<file path="src/rtl/vending_fsm_param_if.sv">
// Groups the vending machine's coin, change-hopper and status signals.
// The master side drives the coin/cancel/hopper inputs; the slave side is the FSM.
interface vending_fsm_param_if #(
   parameter int unsigned CREDIT_W = 8
);
   logic                coin_valid;
   logic [1:0]          coin_sel;
   logic                cancel;
   logic                change_ready;
   logic                coin_accept;
   logic                coin_reject;
   logic                dispense;
   logic                change_valid;
   logic                busy;
   logic [CREDIT_W-1:0] credit;

   modport master (
      output coin_valid,
      output coin_sel,
      output cancel,
      output change_ready,
      input  coin_accept,
      input  coin_reject,
      input  dispense,
      input  change_valid,
      input  busy,
      input  credit
   );

   modport slave (
      input  coin_valid,
      input  coin_sel,
      input  cancel,
      input  change_ready,
      output coin_accept,
      output coin_reject,
      output dispense,
      output change_valid,
      output busy,
      output credit
   );
endinterface

</file>
<file path="src/rtl/vending_fsm_param.sv">
// Parameterised vending machine controller: collects coins, vends one item at PRICE,
// then pays change (or a cancel refund) one CHANGE_UNIT coin per hopper handshake.
module vending_fsm_param #(
   parameter int unsigned CREDIT_W    = 8,
   parameter int unsigned PRICE       = 15,
   parameter int unsigned DEN0        = 1,
   parameter int unsigned DEN1        = 2,
   parameter int unsigned DEN2        = 5,
   parameter int unsigned DEN3        = 10,
   parameter int unsigned MAX_CREDIT  = 50,
   parameter int unsigned CHANGE_UNIT = 1
) (
   input  logic                  clock,
   input  logic                  reset_n,
   vending_fsm_param_if.slave    bus
);

   typedef enum logic [2:0] {
      S_IDLE    = 3'd0,
      S_COLLECT = 3'd1,
      S_VEND    = 3'd2,
      S_CHANGE  = 3'd3,
      S_REFUND  = 3'd4
   } state_t;

   // Coin acceptance is judged one bit wider than the credit register so it cannot wrap.
   localparam logic [CREDIT_W:0]   MAX_X    = (CREDIT_W + 1)'(MAX_CREDIT);
   localparam logic [CREDIT_W:0]   PRICE_X  = (CREDIT_W + 1)'(PRICE);
   localparam logic [CREDIT_W:0]   DEN0_X   = (CREDIT_W + 1)'(DEN0);
   localparam logic [CREDIT_W:0]   DEN1_X   = (CREDIT_W + 1)'(DEN1);
   localparam logic [CREDIT_W:0]   DEN2_X   = (CREDIT_W + 1)'(DEN2);
   localparam logic [CREDIT_W:0]   DEN3_X   = (CREDIT_W + 1)'(DEN3);
   localparam logic [CREDIT_W-1:0] PRICE_LO = CREDIT_W'(PRICE);
   localparam logic [CREDIT_W-1:0] UNIT_LO  = CREDIT_W'(CHANGE_UNIT);

   state_t              r_state;
   state_t              w_stateNext;
   logic [CREDIT_W-1:0] r_credit;
   logic [CREDIT_W-1:0] w_creditNext;
   logic                r_coinAccept;
   logic                r_coinReject;
   logic                w_acceptNext;
   logic                w_rejectNext;
   logic [CREDIT_W:0]   w_coinValue;
   logic [CREDIT_W:0]   w_sum;

   always_comb begin
      w_coinValue = DEN0_X;
      case (bus.coin_sel)
         2'd0:    w_coinValue = DEN0_X;
         2'd1:    w_coinValue = DEN1_X;
         2'd2:    w_coinValue = DEN2_X;
         default: w_coinValue = DEN3_X;
      endcase
   end

   assign w_sum = {1'b0, r_credit} + w_coinValue;

   always_ff @(posedge clock or negedge reset_n) begin
      if (!reset_n) begin
         r_state <= S_IDLE;
      end else begin
         r_state <= w_stateNext;
      end
   end

   always_comb begin
      w_stateNext  = r_state;
      w_creditNext = r_credit;
      w_acceptNext = 1'b0;
      w_rejectNext = 1'b0;
      case (r_state)
         S_IDLE, S_COLLECT: begin
            // A cancel with credit outranks a simultaneous coin, which is handed back.
            if ((r_state == S_COLLECT) && bus.cancel && (r_credit != '0)) begin
               w_stateNext  = S_REFUND;
               w_rejectNext = bus.coin_valid;
            end else if (bus.coin_valid) begin
               if (w_sum > MAX_X) begin
                  w_rejectNext = 1'b1;
               end else begin
                  w_acceptNext = 1'b1;
                  w_creditNext = w_sum[CREDIT_W-1:0];
                  w_stateNext  = (w_sum >= PRICE_X) ? S_VEND : S_COLLECT;
               end
            end
         end
         S_VEND: begin
            w_rejectNext = bus.coin_valid;
            if (r_credit > PRICE_LO) begin
               w_creditNext = r_credit - PRICE_LO;
               w_stateNext  = S_CHANGE;
            end else begin
               w_creditNext = '0;
               w_stateNext  = S_IDLE;
            end
         end
         S_CHANGE, S_REFUND: begin
            w_rejectNext = bus.coin_valid;
            if (bus.change_ready) begin
               if (r_credit > UNIT_LO) begin
                  w_creditNext = r_credit - UNIT_LO;
               end else begin
                  w_creditNext = '0;
                  w_stateNext  = S_IDLE;
               end
            end
         end
         default: begin
            w_stateNext  = S_IDLE;
            w_creditNext = '0;
         end
      endcase
   end

   always_ff @(posedge clock or negedge reset_n) begin
      if (!reset_n) begin
         r_credit     <= '0;
         r_coinAccept <= 1'b0;
         r_coinReject <= 1'b0;
      end else begin
         r_credit     <= w_creditNext;
         r_coinAccept <= w_acceptNext;
         r_coinReject <= w_rejectNext;
      end
   end

   assign bus.coin_accept  = r_coinAccept;
   assign bus.coin_reject  = r_coinReject;
   assign bus.dispense     = (r_state == S_VEND);
   assign bus.change_valid = (r_state == S_CHANGE) || (r_state == S_REFUND);
   assign bus.busy         = (r_state == S_VEND) || (r_state == S_CHANGE) || (r_state == S_REFUND);
   assign bus.credit       = r_credit;

endmodule

</file>
<file path="src/flat_wrapper.sv">
// flat-port wrapper written by rule: the top's interface ports become plain ports
module vending_fsm_param_flat 
#(
   parameter int unsigned CREDIT_W    = 8,
   parameter int unsigned PRICE       = 15,
   parameter int unsigned DEN0        = 1,
   parameter int unsigned DEN1        = 2,
   parameter int unsigned DEN2        = 5,
   parameter int unsigned DEN3        = 10,
   parameter int unsigned MAX_CREDIT  = 50,
   parameter int unsigned CHANGE_UNIT = 1
)
  (clock, reset_n, bus_coin_valid, bus_coin_sel, bus_cancel, bus_change_ready, bus_coin_accept, bus_coin_reject, bus_dispense, bus_change_valid, bus_busy, bus_credit);
  vending_fsm_param_if #(.CREDIT_W(CREDIT_W)) bus_i ();
  input  logic clock;
  input  logic reset_n;
  input wire logic [$bits(bus_i.coin_valid)-1:0] bus_coin_valid;
  input wire logic [$bits(bus_i.coin_sel)-1:0] bus_coin_sel;
  input wire logic [$bits(bus_i.cancel)-1:0] bus_cancel;
  input wire logic [$bits(bus_i.change_ready)-1:0] bus_change_ready;
  output wire logic [$bits(bus_i.coin_accept)-1:0] bus_coin_accept;
  output wire logic [$bits(bus_i.coin_reject)-1:0] bus_coin_reject;
  output wire logic [$bits(bus_i.dispense)-1:0] bus_dispense;
  output wire logic [$bits(bus_i.change_valid)-1:0] bus_change_valid;
  output wire logic [$bits(bus_i.busy)-1:0] bus_busy;
  output wire logic [$bits(bus_i.credit)-1:0] bus_credit;
  assign bus_i.coin_valid = bus_coin_valid;
  assign bus_i.coin_sel = bus_coin_sel;
  assign bus_i.cancel = bus_cancel;
  assign bus_i.change_ready = bus_change_ready;
  assign bus_coin_accept = bus_i.coin_accept;
  assign bus_coin_reject = bus_i.coin_reject;
  assign bus_dispense = bus_i.dispense;
  assign bus_change_valid = bus_i.change_valid;
  assign bus_busy = bus_i.busy;
  assign bus_credit = bus_i.credit;
  vending_fsm_param #(.CREDIT_W(CREDIT_W), .PRICE(PRICE), .DEN0(DEN0), .DEN1(DEN1), .DEN2(DEN2), .DEN3(DEN3), .MAX_CREDIT(MAX_CREDIT), .CHANGE_UNIT(CHANGE_UNIT)) u_core (.clock(clock), .reset_n(reset_n), .bus(bus_i));
endmodule
</file>
<file path="config.mk">
export PLATFORM = sky130hd
export DESIGN_NAME = vending_fsm_param_flat
export DESIGN_NICKNAME = d
export VERILOG_FILES = /design/src/rtl/vending_fsm_param_if.sv /design/src/rtl/vending_fsm_param.sv /design/src/flat_wrapper.sv
export SDC_FILE = /design/constraint.sdc
export NUM_CORES = 1
export LEC_CHECK = 0
export BUFFER_PORTS_ARGS = -buffer_cell sky130_fd_sc_hd__buf_2
export CORE_UTILIZATION = 50
export DETAILED_ROUTE_END_ITERATION = 8
export PLACE_DENSITY = 0.74
export SLEW_MARGIN = 20
export SYNTH_ARGS = -nofsm -noshare
export SYNTH_HDL_FRONTEND = slang
export SYNTH_SLANG_ARGS = --single-unit
</file>
<file path="constraint.sdc">
create_clock -name clock -period 2.9 [get_ports clock]
set_clock_uncertainty 0.15 [all_clocks]
set_input_delay 0.29 -clock clock [delete_from_list [all_inputs] [get_ports clock]]
set_output_delay 0.29 -clock clock [all_outputs]
set_load 0.02 [all_outputs]
</file>
# Word-level counts from Yosys, hierarchy flattened
# Cells that the tools add are included.
op_classes:
  n_reduce_logical: 13
  n_mux: 24
  n_eq_ne: 13
  order_cmp: 4
  add_sub_neg: 3
op_table:
  columns: ["operator", "count"]
  rows:
  - ["8-bit two-way mux", 6]
  - ["8-bit case mux with 3 select lines", 1]
  - ["3-bit two-way mux", 5]
  - ["4-bit case mux with 3 select lines", 1]
  - ["2-bit inequality test, second input constant", 5]
  - ["8-bit by 4-bit adder with 9-bit output", 1]
  - ["9-bit by 4-bit >= comparator with 1-bit output, second input constant", 1]
  - ["9-bit by 6-bit greater-than comparator with 1-bit output, second input constant", 1]
  - ["3-bit case mux with 3 select lines", 1]
  - ["8-bit by 1-bit greater-than comparator with 1-bit output, second input constant", 1]
  - ["8-bit by 4-bit greater-than comparator with 1-bit output, second input constant", 1]
  - ["4-bit AND reduction", 2]
  - ["8-bit nonzero test", 1]
  - ["8-bit by 1-bit subtractor with 8-bit output, second input constant", 1]
  - ["8-bit by 4-bit subtractor with 8-bit output, second input constant", 1]
  - ["1-bit two-way mux", 7]
  - ["3-bit by 2-bit equality test with 1-bit output, second input constant", 2]
  - ["3-bit by 2-bit inequality test with 1-bit output, second input constant", 2]
  - ["2-bit two-way mux", 2]
  - ["2-bit OR reduction", 2]
  - ["3-bit by 1-bit equality test with 1-bit output, second input constant", 1]
  - ["3-bit equality test, second input constant", 1]
  - ["3-bit zero test", 1]
  - ["1-bit logical OR", 3]
  - ["6 further kinds", 7]
word_totals:
  word_cells: 61
  ff_bits: 13

# Logic depth before layout (Yosys ltp)
depth:
  depth_word: 9
  depth_mapped: 9
  ltp_nobuf: 9

# Least setup slack after synthesis
# OpenSTA, ideal clock, no wires.
synth_path:
  path_type: "register to register"
  from: "register u_core.r_credit[0] (netlist: u_core.bus.credit[0])"
  to: "register u_core.r_credit[3] (netlist: u_core.bus.credit[3])"
  slack_ps: -3
  stages_incl_launch_ff: 9
  t_arrival_ps: 2628
  setup_time_ps: 125
  required_time_ps: 2625
  path_buffers: 0
  period_less_slack_ps: 2903
  cell_sequence: "dfrtp_1 > ha_1 > fa_1 > a211oi_1 > or2_2 > xnor2_1 > o311ai_2 > nand2_1 > mux2_4"
synth_between:
  elab_chain_cells: 5
synth_rtl:
  columns: ["element", "line", "rtl"]
  rows:
  - ["from (decl)", "vending_fsm_param.sv:38", "logic [CREDIT_W-1:0] r_credit;"]
  - ["from (signal assigned)", "vending_fsm_param.sv:122", "r_credit <= w_creditNext;"]
  - ["branches (longest 5 deep; another with 8-bit by 4-bit adder with 9-bit output)", null, null]
# Several ways; the timed one is not identified. The select of a mux whose other input is x is not followed.
# A chain may end at the register's enable or synchronous reset.

# Worst setup path in the final report
# Ends and elaborated chain as after synthesis.

==> metrics.md <==
| Metric | Value |
|---|---|
| RSZ-0062 raised after global routing | `false` |
| Dpl hpwl | `~3100 um` |
| Total CTS buffers | `3` |
| Initial antenna violation count | `0` |
| Final hold viol count | `0` |
| TritonCTS clock tree | `done` |
| DR WL/cell | `16.6 um` |
| Largest net degree at the start of global routing | `14` |
| Layout cells sized above 1 | `25.1%` |
| Starting Density | `54.5%` |
| Worst-path fanout max | `5` |
| Die area | `roughly 3000 um^2` |
| Routing usage on met3 | `between 6 and 7%` |
| Setup crit end kind | `flop` |
| Final setup fails | `0` |
| Leading area contributor after synthesis | `dfrtp_1` |
| Post-route ant nets | `0` |
| Register area share after synthesis | `23.3%` |
| Startpoint Class | `flop` |
| Post-synth EDFFs | `0` |
| Initial drt markers | `126` |
| Avg Inst Size Synth | `7.90 um^2` |
| Flops & latches, synth | `13` |
| Comb pwr share | `about three quarters` |
| Synth area leaders | `dfrtp_1 (23%), ha_1 (6.3%), nor2_1 (5.1%)` |
| Top-area cell type share of the netlist area | `23.3%` |
| Distinct cells, synth | `55` |
| # diodes | `0` |
| Placeable Area | `2570 um^2` |
| Max frequency | `360 MHz` |
| Asr flop ratio synth | `100%` |
| Die height | `54.9 um` |
| Nets@finish | `223` |
| Die width | `54.9 um` |
| Worst-skew pair later-pin latency | `about 0.29 ns` |
| Internal power | `0.991 mW` |
| Max cap viols | `0` |
| Critical path class | `reg2reg` |
| Root Driver | `clkbuf_4` |
| DP Cell Count | `230` |
| Post-Route WL | `approximately 3900 um` |
| Fin crit period | `2.77 ns` |
| Clock Sinks | `13` |
| Slew @ Worst Pin | `0.680 ns` |
| TNS Setup | `0 ns` |
| Final period util | `95.7%` |
| Slew Limit Fails | `0` |
| Total number of vias | `1508` |
| First-pass GRT wire length | `6200 um` |
| Post-Layout Cell Count | `between 200 and 250` |
| H-Tree Depth | `1` |
| Vias in the first global route | `1299` |
| CP Data Required Time | `2.92 ns` |
| Final core occ | `64.0%` |
| Pleak | `0.735 nW` |
| Drt drc | `0` |
| Synthesis warning total | `0` |
| Met2 Usage GRT | `44.0%` |
| Relative slew slack | `between 50% and 60%` |
| Peak VDD IR | `0.828 mV` |
| Layout area overhead | `17.5%` |
| Worst Hold Class | `in2reg` |
| Clk slew on worst S/H paths | `0.09 ns` |
| Post-Synthesis Cell Area | `1400 um^2` |
| Reg power frac | `17.8%` |
| Drt pass-1 iters | `5` |
| Prevailing post-synth register cell | `dfrtp_1` |
| Switching Share | `52.8%` |
| All-Layer GR Usage | `29.4%` |
| Psw | `1.11 mW` |
| Vias per inst | `6.36` |
| Status | `complete, no violations` |
| Cell Rows | `18` |
| Final RePlAce weighted congestion | `0.954` |
| GRT met1 Usage | `40.6%` |
| Clock Path Buffers | `2` |
| Top-Level Pins | `20` |
| Clock power share | `5.6%` |
| Most frequent cells in the layout | `nor2_1 (19), buf_2 (19), buf_4 (15)` |
| Worst EP arrival | `2.80 ns` |
| Gr busiest metal | `met2` |
| Syn Nets | `192` |
| PwrDens | `1280 nW/um^2` |
| Buffers on Ports | `19` |
| Overflow after GRT | `0` |
| Syn Inst Count | `177` |
==> registers in the layout, summed over array words and instances, names as in the netlist <==
name                    cells
u_core.bus.credit           8
u_core.bus.coin_accept      1
u_core.r_state              3
u_core.bus.coin_reject      1
==> Yosys cell counts (all sizes together) (2+ instances only) <==
library cell / instances
a211oi: 2
a21o: 2
a21oi: 11
a22oi: 7
a2bb2oi: 2
a31oi: 3
and2: 4
and3: 2
buf: 5
clkbuf: 4
dfrtp: 13
ha: 7
inv: 11
mux2i: 2
nand2: 12
nand2b: 2
nand3: 4
nor2: 20
nor2b: 2
nor3: 5
nor3b: 3
nor4: 3
o21ai: 13
o22ai: 6
o31ai: 3
or2: 2
or4: 2
xnor2: 4
==> metal layers <==
metal  share of wire [%]  vias up  routed length, um
li1                    -      728                  -
met1                  45      691               1780
met2                  44       79               1740
met3                 8.1       10                319
met4                 2.2        0                 88
met5                   0        -                  0
==> final timing paths <==
path                                       from                      to  slack, ns  cells after the start
max reg2reg                u_core.bus.credit[0]    u_core.bus.credit[3]       0.13                      8
min                              bus_coin_valid  u_core.bus.coin_reject       0.07                      2
min reg2reg                   u_core.r_state[0]       u_core.r_state[2]       0.51                      1
min in group asynchronous               reset_n  u_core.bus.coin_accept       0.26                      2
max in group asynchronous               reset_n    u_core.bus.credit[0]       2.10                      2
max                        u_core.bus.credit[0]    u_core.bus.credit[3]       0.13                      8
==> critical path, stage by stage (launching register included) <==
cell and delay, ns:
dfrtp_1 0.40, ha_2 0.22, fa_2 0.36, a211oi_2 0.29, or2_4 0.17, xnor2_1 0.11
o311ai_2 0.44, nand2_1 0.18, mux2_4 0.34
==> what timing repair did <==
action                                  4_1_cts  5_1_grt
hold endpoints to repair                     13        0
gates resized for setup                       0        4
endpoints found under the setup margin        0        7
buffers inserted                              0        2
hold buffers                                  1        0
==> cell type report <==
| class | count | area [um^2] |
|---|---|---|
| Timing Repair Buffer | 35 | 218 |
| Sequential cell | 13 | 325 |
| Multi-Input combinational cell | 144 | 995 |
| Tap cell | 30 | 37.5 |
| Clock buffer | 3 | 22.5 |
| Inverter | 11 | 41.3 |
| Fill cell | 248 | 923 |
| Clock inverter | 1 | 5.00 |
==> power by group through the flow <==
stage               Sequential [mW]  Clock (mW)  Combinational, mW
floorplan                     0.392           0               1.10
global placement              0.369           0               1.53
detailed placement            0.375           0               1.54
CTS                           0.371       0.117               1.55
global route                  0.390       0.125               1.76
finish                        0.374       0.117               1.61
==> kinds of logic after synthesis <==
| group | count (synthesis) | share of synthesized area [%] |
|---|---|---|
| AO/OA/AOI/OAI | 65 | 33.5 |
| XOR/XNOR | 4 | 2.50 |
| adder cells (fa/ha/maj) | 8 | 7.69 |
| buffers and inverters | 20 | 6.98 |
| flip-flops | 13 | 23.3 |
| multiplexers | 3 | 2.50 |
| AND/OR/NAND/NOR | 64 | 23.5 |
==> metrics by stage <==
| step | hold slack (ns) | worst slack (ns) | instance area [um^2] | total power [mW] |
|---|---|---|---|---|
| after floorplan | -0.156 | 0.0781 | 1400 | 1.49 |
| after global placement | 0.0363 | 0.123 | 1580 | 1.90 |
| after detailed placement | 0.0423 | 0.0211 | 1580 | 1.92 |
| after CTS | 0.0693 | 0.0728 | 1620 | 2.04 |
| after global routing | 0.0874 | 0.000103 | 1640 | 2.28 |
| final | 0.0708 | 0.126 | 1640 | 2.10 |
No activity file was read; power rests on OpenSTA's default activity.
